[src/rtl/pong_pkg.sv]
// Shared types and glyph geometry for the pong display overlays.
// seg7 returns segments packed as {g, f, e, d, c, b, a}.
package pong_pkg;

    typedef enum logic [1:0] {
        ST_SET,
        ST_RUN,
        ST_PAUSE,
        ST_DONE
    } timer_state_t;

    localparam int DIGIT_W = 25;
    localparam int DIGIT_H = 45;
    localparam int SEG_T   = 5;

    function automatic logic [6:0] seg7(input logic [3:0] digit);
        logic [6:0] segs;
        case (digit)
            4'd0:    segs = 7'h3F;
            4'd1:    segs = 7'h06;
            4'd2:    segs = 7'h5B;
            4'd3:    segs = 7'h4F;
            4'd4:    segs = 7'h66;
            4'd5:    segs = 7'h6D;
            4'd6:    segs = 7'h7D;
            4'd7:    segs = 7'h07;
            4'd8:    segs = 7'h7F;
            4'd9:    segs = 7'h6F;
            default: segs = 7'h00;
        endcase
        return segs;
    endfunction

endpackage

[src/rtl/seg_glyph.sv]
// One seven-segment digit glyph; pixel is high when (x, y) falls on a lit segment.
module seg_glyph
    import pong_pkg::*;
(
    input  logic [3:0] digit,
    input  logic [9:0] origin_x,
    input  logic [9:0] origin_y,
    input  logic [9:0] x,
    input  logic [9:0] y,
    output logic       pixel
);

    localparam logic [10:0] GW    = 11'(DIGIT_W);
    localparam logic [10:0] GH    = 11'(DIGIT_H);
    localparam logic [10:0] GT    = 11'(SEG_T);
    localparam logic [10:0] MID0  = 11'((DIGIT_H - SEG_T) / 2);
    localparam logic [10:0] MID1  = MID0 + GT;
    localparam logic [10:0] RIGHT = GW - GT;
    localparam logic [10:0] BOT   = GH - GT;

    logic [10:0] dx, dy;
    logic [6:0]  segs;
    logic        in_box, col_l, col_r, mid_cols;
    logic        row_top, row_mid, row_bot, upper, lower;

    // Pixels left of / above the origin wrap to large values and fall outside the box.
    assign dx = {1'b0, x} - {1'b0, origin_x};
    assign dy = {1'b0, y} - {1'b0, origin_y};

    assign segs     = seg7(digit);
    assign in_box   = (dx < GW) && (dy < GH);
    assign col_l    = dx < GT;
    assign col_r    = dx >= RIGHT;
    assign mid_cols = !col_l && !col_r;
    assign row_top  = dy < GT;
    assign row_mid  = (dy >= MID0) && (dy < MID1);
    assign row_bot  = dy >= BOT;
    assign upper    = dy < MID1;
    assign lower    = dy >= MID0;

    // The middle bar stops at the vertical columns, which own the corners on that row.
    assign pixel = in_box && (
                       (segs[0] && row_top)
                    || (segs[3] && row_bot)
                    || (segs[6] && row_mid && mid_cols)
                    || (segs[5] && col_l && upper)
                    || (segs[1] && col_r && upper)
                    || (segs[4] && col_l && lower)
                    || (segs[2] && col_r && lower));

endmodule

[src/rtl/match_timer_display.sv]
// Match clock: settable m:ss countdown at 1 Hz with pause/restart, timeout pulse
// and a seven-segment pixel overlay with blinking colon.
//   state | meaning
//   SET   | adjusting set_value, field shows set_value, colon steady
//   RUN   | counting down, colon blinks with the prescaler
//   PAUSE | countdown frozen, prescaler held, colon steady
//   DONE  | reached 0, whole field blinks on the half-second toggle
module match_timer_display
    import pong_pkg::*;
#(
    parameter int MAX_SECONDS     = 599,
    parameter int DEFAULT_SECONDS = 180,
    parameter int STEP_SECONDS    = 15,
    parameter int TICK_DIV        = 25_000_000,
    parameter int ORIGIN_X        = 266,
    parameter int ORIGIN_Y        = 240,
    parameter int DIGIT_PITCH     = 31
) (
    input  logic                                 clk,
    input  logic                                 reset,
    input  logic                                 mode_set,
    input  logic                                 inc,
    input  logic                                 dec,
    input  logic                                 start,
    input  logic                                 pause_toggle,
    input  logic [9:0]                           x,
    input  logic [9:0]                           y,
    output logic [$clog2(MAX_SECONDS+1)-1:0]     seconds_left,
    output logic [3:0]                           min_digit,
    output logic [3:0]                           sec_tens,
    output logic [3:0]                           sec_ones,
    output logic                                 running,
    output logic                                 timeout,
    output logic                                 display
);

    localparam int W  = $clog2(MAX_SECONDS + 1);
    localparam int PW = (TICK_DIV > 1) ? $clog2(TICK_DIV) : 1;

    localparam logic [W-1:0]  MAX_V     = W'(MAX_SECONDS);
    localparam logic [W-1:0]  STEP_V    = W'(STEP_SECONDS);
    localparam logic [W-1:0]  DEF_V     = W'(DEFAULT_SECONDS);
    localparam logic [W-1:0]  DEC_FLOOR = W'(2 * STEP_SECONDS);
    localparam logic [W-1:0]  ONE_V     = W'(1);
    localparam logic [PW-1:0] PRE_LAST  = PW'(TICK_DIV - 1);
    localparam logic [PW-1:0] PRE_HALF  = PW'(TICK_DIV / 2);
    localparam logic [PW-1:0] PRE_MID   = PW'(TICK_DIV / 2 - 1);

    localparam logic [9:0] D0_X  = 10'(ORIGIN_X);
    localparam logic [9:0] D1_X  = 10'(ORIGIN_X + DIGIT_PITCH + 10);
    localparam logic [9:0] D2_X  = 10'(ORIGIN_X + 2 * DIGIT_PITCH + 10);
    localparam logic [9:0] D_Y   = 10'(ORIGIN_Y);
    localparam logic [9:0] C_X0  = 10'(ORIGIN_X + 28);
    localparam logic [9:0] C_X1  = 10'(ORIGIN_X + 32);
    localparam logic [9:0] C_YA0 = 10'(ORIGIN_Y + 10);
    localparam logic [9:0] C_YA1 = 10'(ORIGIN_Y + 14);
    localparam logic [9:0] C_YB0 = 10'(ORIGIN_Y + 30);
    localparam logic [9:0] C_YB1 = 10'(ORIGIN_Y + 34);

    timer_state_t  state_q, state_d;
    logic [W-1:0]  set_q, set_d, rem_q, rem_d, adj_set, sec_mod;
    logic [PW-1:0] pre_q, pre_d, pre_next;
    logic          blink_q, blink_d, timeout_d;
    logic          pre_wrap, pre_mid;

    assign pre_wrap = pre_q == PRE_LAST;
    assign pre_mid  = pre_q == PRE_MID;
    assign pre_next = pre_wrap ? '0 : pre_q + 1'b1;

    always_comb begin
        adj_set = set_q;
        if (inc && !dec)
            adj_set = (set_q >= MAX_V - STEP_V) ? MAX_V : set_q + STEP_V;
        else if (dec && !inc)
            adj_set = (set_q < DEC_FLOOR) ? STEP_V : set_q - STEP_V;
    end

    always_comb begin
        state_d   = state_q;
        set_d     = set_q;
        rem_d     = rem_q;
        pre_d     = pre_q;
        blink_d   = blink_q;
        timeout_d = 1'b0;
        if (mode_set) begin
            state_d = ST_SET;
            set_d   = (state_q == ST_SET) ? adj_set : set_q;
            rem_d   = (state_q == ST_SET) ? adj_set : set_q;
        end else begin
            case (state_q)
                ST_SET: begin
                    set_d = adj_set;
                    rem_d = adj_set;
                    if (start) begin
                        state_d = ST_RUN;
                        pre_d   = '0;
                    end
                end
                ST_RUN: begin
                    if (start) begin
                        rem_d = set_q;
                        pre_d = '0;
                    end else if (pause_toggle) begin
                        state_d = ST_PAUSE;
                    end else begin
                        pre_d = pre_next;
                        if (pre_wrap || pre_mid)
                            blink_d = !blink_q;
                        if (pre_wrap) begin
                            if (rem_q <= ONE_V) begin
                                rem_d     = '0;
                                timeout_d = (rem_q == ONE_V);
                                state_d   = ST_DONE;
                            end else begin
                                rem_d = rem_q - 1'b1;
                            end
                        end
                    end
                end
                ST_PAUSE: begin
                    if (pause_toggle)
                        state_d = ST_RUN;
                end
                ST_DONE: begin
                    rem_d = '0;
                    if (start) begin
                        state_d = ST_RUN;
                        rem_d   = set_q;
                        pre_d   = '0;
                    end else begin
                        pre_d = pre_next;
                        if (pre_wrap || pre_mid)
                            blink_d = !blink_q;
                    end
                end
                default: state_d = ST_SET;
            endcase
        end
    end

    assign seconds_left = (state_q == ST_SET) ? set_q : rem_q;
    assign sec_mod      = W'(seconds_left % 60);
    assign running      = state_q == ST_RUN;

    always_ff @(posedge clk) begin
        if (reset) begin
            state_q   <= ST_SET;
            set_q     <= DEF_V;
            rem_q     <= DEF_V;
            pre_q     <= '0;
            blink_q   <= 1'b0;
            timeout   <= 1'b0;
            min_digit <= 4'(DEFAULT_SECONDS / 60);
            sec_tens  <= 4'((DEFAULT_SECONDS % 60) / 10);
            sec_ones  <= 4'(DEFAULT_SECONDS % 10);
        end else begin
            state_q   <= state_d;
            set_q     <= set_d;
            rem_q     <= rem_d;
            pre_q     <= pre_d;
            blink_q   <= blink_d;
            timeout   <= timeout_d;
            min_digit <= 4'(seconds_left / 60);
            sec_tens  <= 4'(sec_mod / 10);
            sec_ones  <= 4'(sec_mod % 10);
        end
    end

    logic px0, px1, px2, colon_px, colon_en, field_en;

    seg_glyph u_min  (.digit(min_digit), .origin_x(D0_X), .origin_y(D_Y), .x(x), .y(y), .pixel(px0));
    seg_glyph u_tens (.digit(sec_tens),  .origin_x(D1_X), .origin_y(D_Y), .x(x), .y(y), .pixel(px1));
    seg_glyph u_ones (.digit(sec_ones),  .origin_x(D2_X), .origin_y(D_Y), .x(x), .y(y), .pixel(px2));

    assign colon_px = (x >= C_X0) && (x <= C_X1)
                   && (((y >= C_YA0) && (y <= C_YA1)) || ((y >= C_YB0) && (y <= C_YB1)));

    always_comb begin
        colon_en = 1'b1;
        if (state_q == ST_RUN)
            colon_en = pre_q < PRE_HALF;
    end

    assign field_en = (state_q != ST_DONE) || blink_q;
    assign display  = field_en && (px0 || px1 || px2 || (colon_en && colon_px));

endmodule
[config.mk]
export PLATFORM = sky130hd
export DESIGN_NAME = match_timer_display
export DESIGN_NICKNAME = d
export VERILOG_FILES = /design/src/rtl/pong_pkg.sv /design/src/rtl/seg_glyph.sv /design/src/rtl/match_timer_display.sv
export SDC_FILE = /design/constraint.sdc
export NUM_CORES = 1
export LEC_CHECK = 0
export ABC_AREA = 1
export BUFFER_PORTS_ARGS = -buffer_cell sky130_fd_sc_hd__buf_2
export CAP_MARGIN = 5
export CORE_MARGIN = 2
export CORE_UTILIZATION = 56
export DETAILED_ROUTE_END_ITERATION = 16
export PLACE_DENSITY = 0.76
export SYNTH_ARGS = -nofsm -noshare
export SYNTH_HDL_FRONTEND = slang
export SYNTH_SLANG_ARGS = --single-unit
[constraint.sdc]
create_clock -name clk -period 6.8 [get_ports clk]
set_input_delay 0.34 -clock clk [delete_from_list [all_inputs] [get_ports clk]]
set_output_delay 0.34 -clock clk [all_outputs]
set_load 0.005 [all_outputs]
==> run_results.csv <==
group,metric,value,unit
run_status,status,"finished, violations left",
run_status,violations,"negative setup slack",
yosys,synth_top_area_share,22.1,%
worst_setup_path,path_buf_inv,9,
sta,fin_skew,10.3,ps
floorplanning,io_pins,52,
yosys,syn_area_per_cell,6.29,um^2
worst_setup_path,cp.arrival,7210,ps
routing,vias_per_cell,5.46,
worst_setup_path,end_kind,"flip-flop",
global_route,grt_pass1_vias,7198,
floorplanning,die_h,119,um
worst_setup_path,ff2ff_path_depth,59,
sta,setup_viol,10,
routing,dr_total_vias,7974,
yosys,ys_seq_elements,82,
yosys,synth_edf_count,0,
hold_path,worstHoldPathCells,2,
yosys,netlist_top_cells_area,"dfxtp_1 22%, nand2_1 15%, inv_1 8.8%, ha_1 7.1%, nor2_1 5.8%",
cells_and_area,finalInstanceArea,8860,um^2
worst_setup_path,required,7090,ps
worst_setup_path,critPathMaxFanout,6,
worst_setup_path,slowest_stage,"dfxtp_2",
yosys,synth-async-reset-ratio,0,%
yosys,ys.flop_type,"dfxtp_1",
sta,drv_slew,0,
worst_setup_path,critical_path_class,"reg -> reg",
sta,final_hold_viol_count,0,
sta,post-route-period-util,102,%
sta,fin_ws,-119,ps
global_route,grt_max_degree,29,
placed_design,gp_congestion,0.901,
yosys,yosysSeqAreaShare,22.1,%
floorplanning,die_x,119,um
placed_design,numPortBuffers,51,
worst_setup_path,startpoint,"state_q[1]$_SDFFE_PP0P_",
worst_setup_path,path_depth,59,
cells_and_area,layout-drive-gt1-share,19.7,%
worst_setup_path,critPathCapture,"u_ones.segs[6]$_DFF_P_",
cells_and_area,layout_common_cells,"265 x nand2_1, 169 x inv_1, 113 x nor2_1, 80 x dfxtp_1, 77 x o21ai_0",
cells_and_area,syn2layout_area_growth,19.0,%
worst_setup_path,crit_path_max_incr_delay,340,ps
cells_and_area,antenna-diode-count,0,
clock_tree,cts_root_buf,"clkbuf_16",
sta,fin_hold_ws,277,ps
global_route,grt_pass1_wl,32100,um
routing,wl_per_cell,13.3,um
floorplanning,core,13100,um^2
clock_tree,ctsLongestPathBuffers,2,
placed_design,place_area,8040,um^2
cells_and_area,nets,1348,
clock_tree,cts_tree,"built",
job,max_cap_viol_count,0,
global_route,grt_antenna_before_repair,0,
cells_and_area,multiInputGateArea,5280,um^2
sta,worst_pin_slew,869,ps
worst_setup_path,cp-start-kind,"flip-flop",
global_route,overflow,0,
cells_and_area,n_fill_cell,1151,
routing,dr.pass1.iters,7,
sta,maxSlewHeadroom,41.5,%
worst_setup_path,regToRegEndpoint,"u_ones.segs[6]$_DFF_P_",
worst_setup_path,r2r_start,"state_q[1]$_SDFFE_PP0P_",
routing,wl,19400,um
cells_and_area,final_common_cell,"nand2_1",
clock_tree,clk_pin_slew_worst_paths,70,ps
yosys,yosysUniqueCellTypes,55,
yosys,synthesis.area,7440,um^2
sta,grt_setup_unrepaired,"yes",
routing,antenna_left,0,
routing,first_iter_violations,660,
floorplanning,die_area,14200,um^2
sta,max_freq,145,MHz
cells_and_area,ff_latch_area,1640,um^2
yosys,yosys.area.top_type,"dfxtp_1",
clock_tree,cts.sinks,82,
global_route,grtUsageTotal,26.8,%
worst_setup_path,cp_top_family,"simple AND/OR/NAND/NOR gates",
sta,finalCriticalPeriod,6920,ps
floorplanning,start_util,56.9,%
routing,post-route-drc-count,0,
yosys,synth_nets,1253,
hold_path,hold_path.class,"in -> reg",
clock_tree,clk_latency,350,ps
yosys,synthCells,1184,
floorplanning,rows,42,
placed_design,hpwl,14100,um
worst_setup_path,cp_common_cell,"nand2_1",
yosys,ys_warn_count,0,
worst_setup_path,r2r_slack,-120,ps
clock_tree,h-tree-depth,3,
clock_tree,numCtsBuffers,9,
## cell type report
cell class / count / share of cell area [%]
multi-input cells: 883 / 59.6
flip-flops and latches: 82 / 18.6
inverters: 195 / 8.29
repair buffers: 108 / 7.88
clock buffers: 9 / 2.54
well taps: 176 / 2.49
clock inverters: 7 / 0.678
## how the worst min path moves through the flow
stage	startpoint	endpoint	slack (ps)
final	pause_toggle	state_q[0]$_SDFFE_PP0P_	280
after global routing	pause_toggle	state_q[0]$_SDFFE_PP0P_	280
after CTS	pause_toggle	state_q[0]$_SDFFE_PP0P_	270
after detailed placement	pre_q[10]$_SDFFE_PP0P_	pre_q[10]$_SDFFE_PP0P_	460
after global placement	pre_q[4]$_SDFFE_PP0P_	pre_q[4]$_SDFFE_PP0P_	460
after floorplan	pre_q[10]$_SDFFE_PP0P_	pre_q[10]$_SDFFE_PP0P_	440
## synthesized netlist by cell type (2+ instances only)
master	number
ha_1	42
nor4_1	7
or2_2	4
o21ai_0	78
buf_6	2
a21boi_0	2
xor2_1	32
o21a_1	3
nand2_1	289
nand3b_1	6
o211ai_1	16
xnor2_1	4
a22oi_1	5
nand3_2	10
clkbuf_1	19
a31oi_1	5
buf_2	2
a211oi_1	7
dfxtp_1	82
a2111oi_0	2
nand2_4	7
clkinv_1	5
o22ai_1	3
a21oi_1	34
o21ai_2	3
o21bai_1	2
o21ai_4	2
nor2_4	6
nand2_2	22
inv_2	14
nor2_1	115
nor2_2	2
inv_1	175
o31ai_1	3
o21ai_1	4
nand3_1	74
o221ai_1	11
nor3_1	18
o21bai_4	2
nand4_1	38
a221oi_1	11
nand3_4	3
## state kept, by name, summed over array words and instances, names as in the netlist
name and flops:
min_digit 4, pre_q 25, sec_tens 4, state_q 2, rem_q 10, u_tens.segs 7
timeout 1, set_q 10, u_min.segs 7, u_ones.segs 7, blink_q 1, sec_ones 4
## worst reg2reg max path, delay by kind of cell (launching register included)
family	cells	cell delay (ps)
compound gates	5	790
buf+inv	9	740
fa+ha+maj	4	800
flops	1	340
simple gates	41	4170
## cells by family after synthesis
| group | synth area share (%) |
|---|---|
| and+or+nand+nor | 37.9 |
| buffers and inverters | 11.4 |
| AOI/OAI and AO/OA | 17.3 |
| DFF | 22.1 |
| adders and majority gates | 7.06 |
| xor gates and xnor gates | 4.24 |
## timing repair
item | 4_1_cts | 5_1_grt
endpoints found under the hold margin | 0 | 0
resized for setup | 22 | 61
pin swaps | 12 | 57
cloned | 0 | 0
hold buffers | 0 | 0
setup buffers | 6 | 20
endpoints found under the setup margin | 13 | 18
## routing by layer
layer	GRT usage (%)	wire, um	up-vias
li1	-	-	4077
met1	35.9	9040	3619
met2	44.6	9030	230
met3	3.50	890	48
met4	8.48	454	0
met5	0	0	-
## metrics by stage
stage	std cells	TNS, ps	utilization [%]	setup WS (ps)
2_1_floorplan	1184	0	-	94.2
6_report	1460	-606	67.7	-119
3_3_place_gp	1418	0	61.4	20.5
3_5_place_dp	1418	-2080	61.4	-278
4_1_cts	1440	0	64.6	3.83
5_1_grt	1460	-8200	67.7	-644
Power is not shown: default switching activity piles up to over one toggle a cycle in this logic, so the estimate is an artifact.
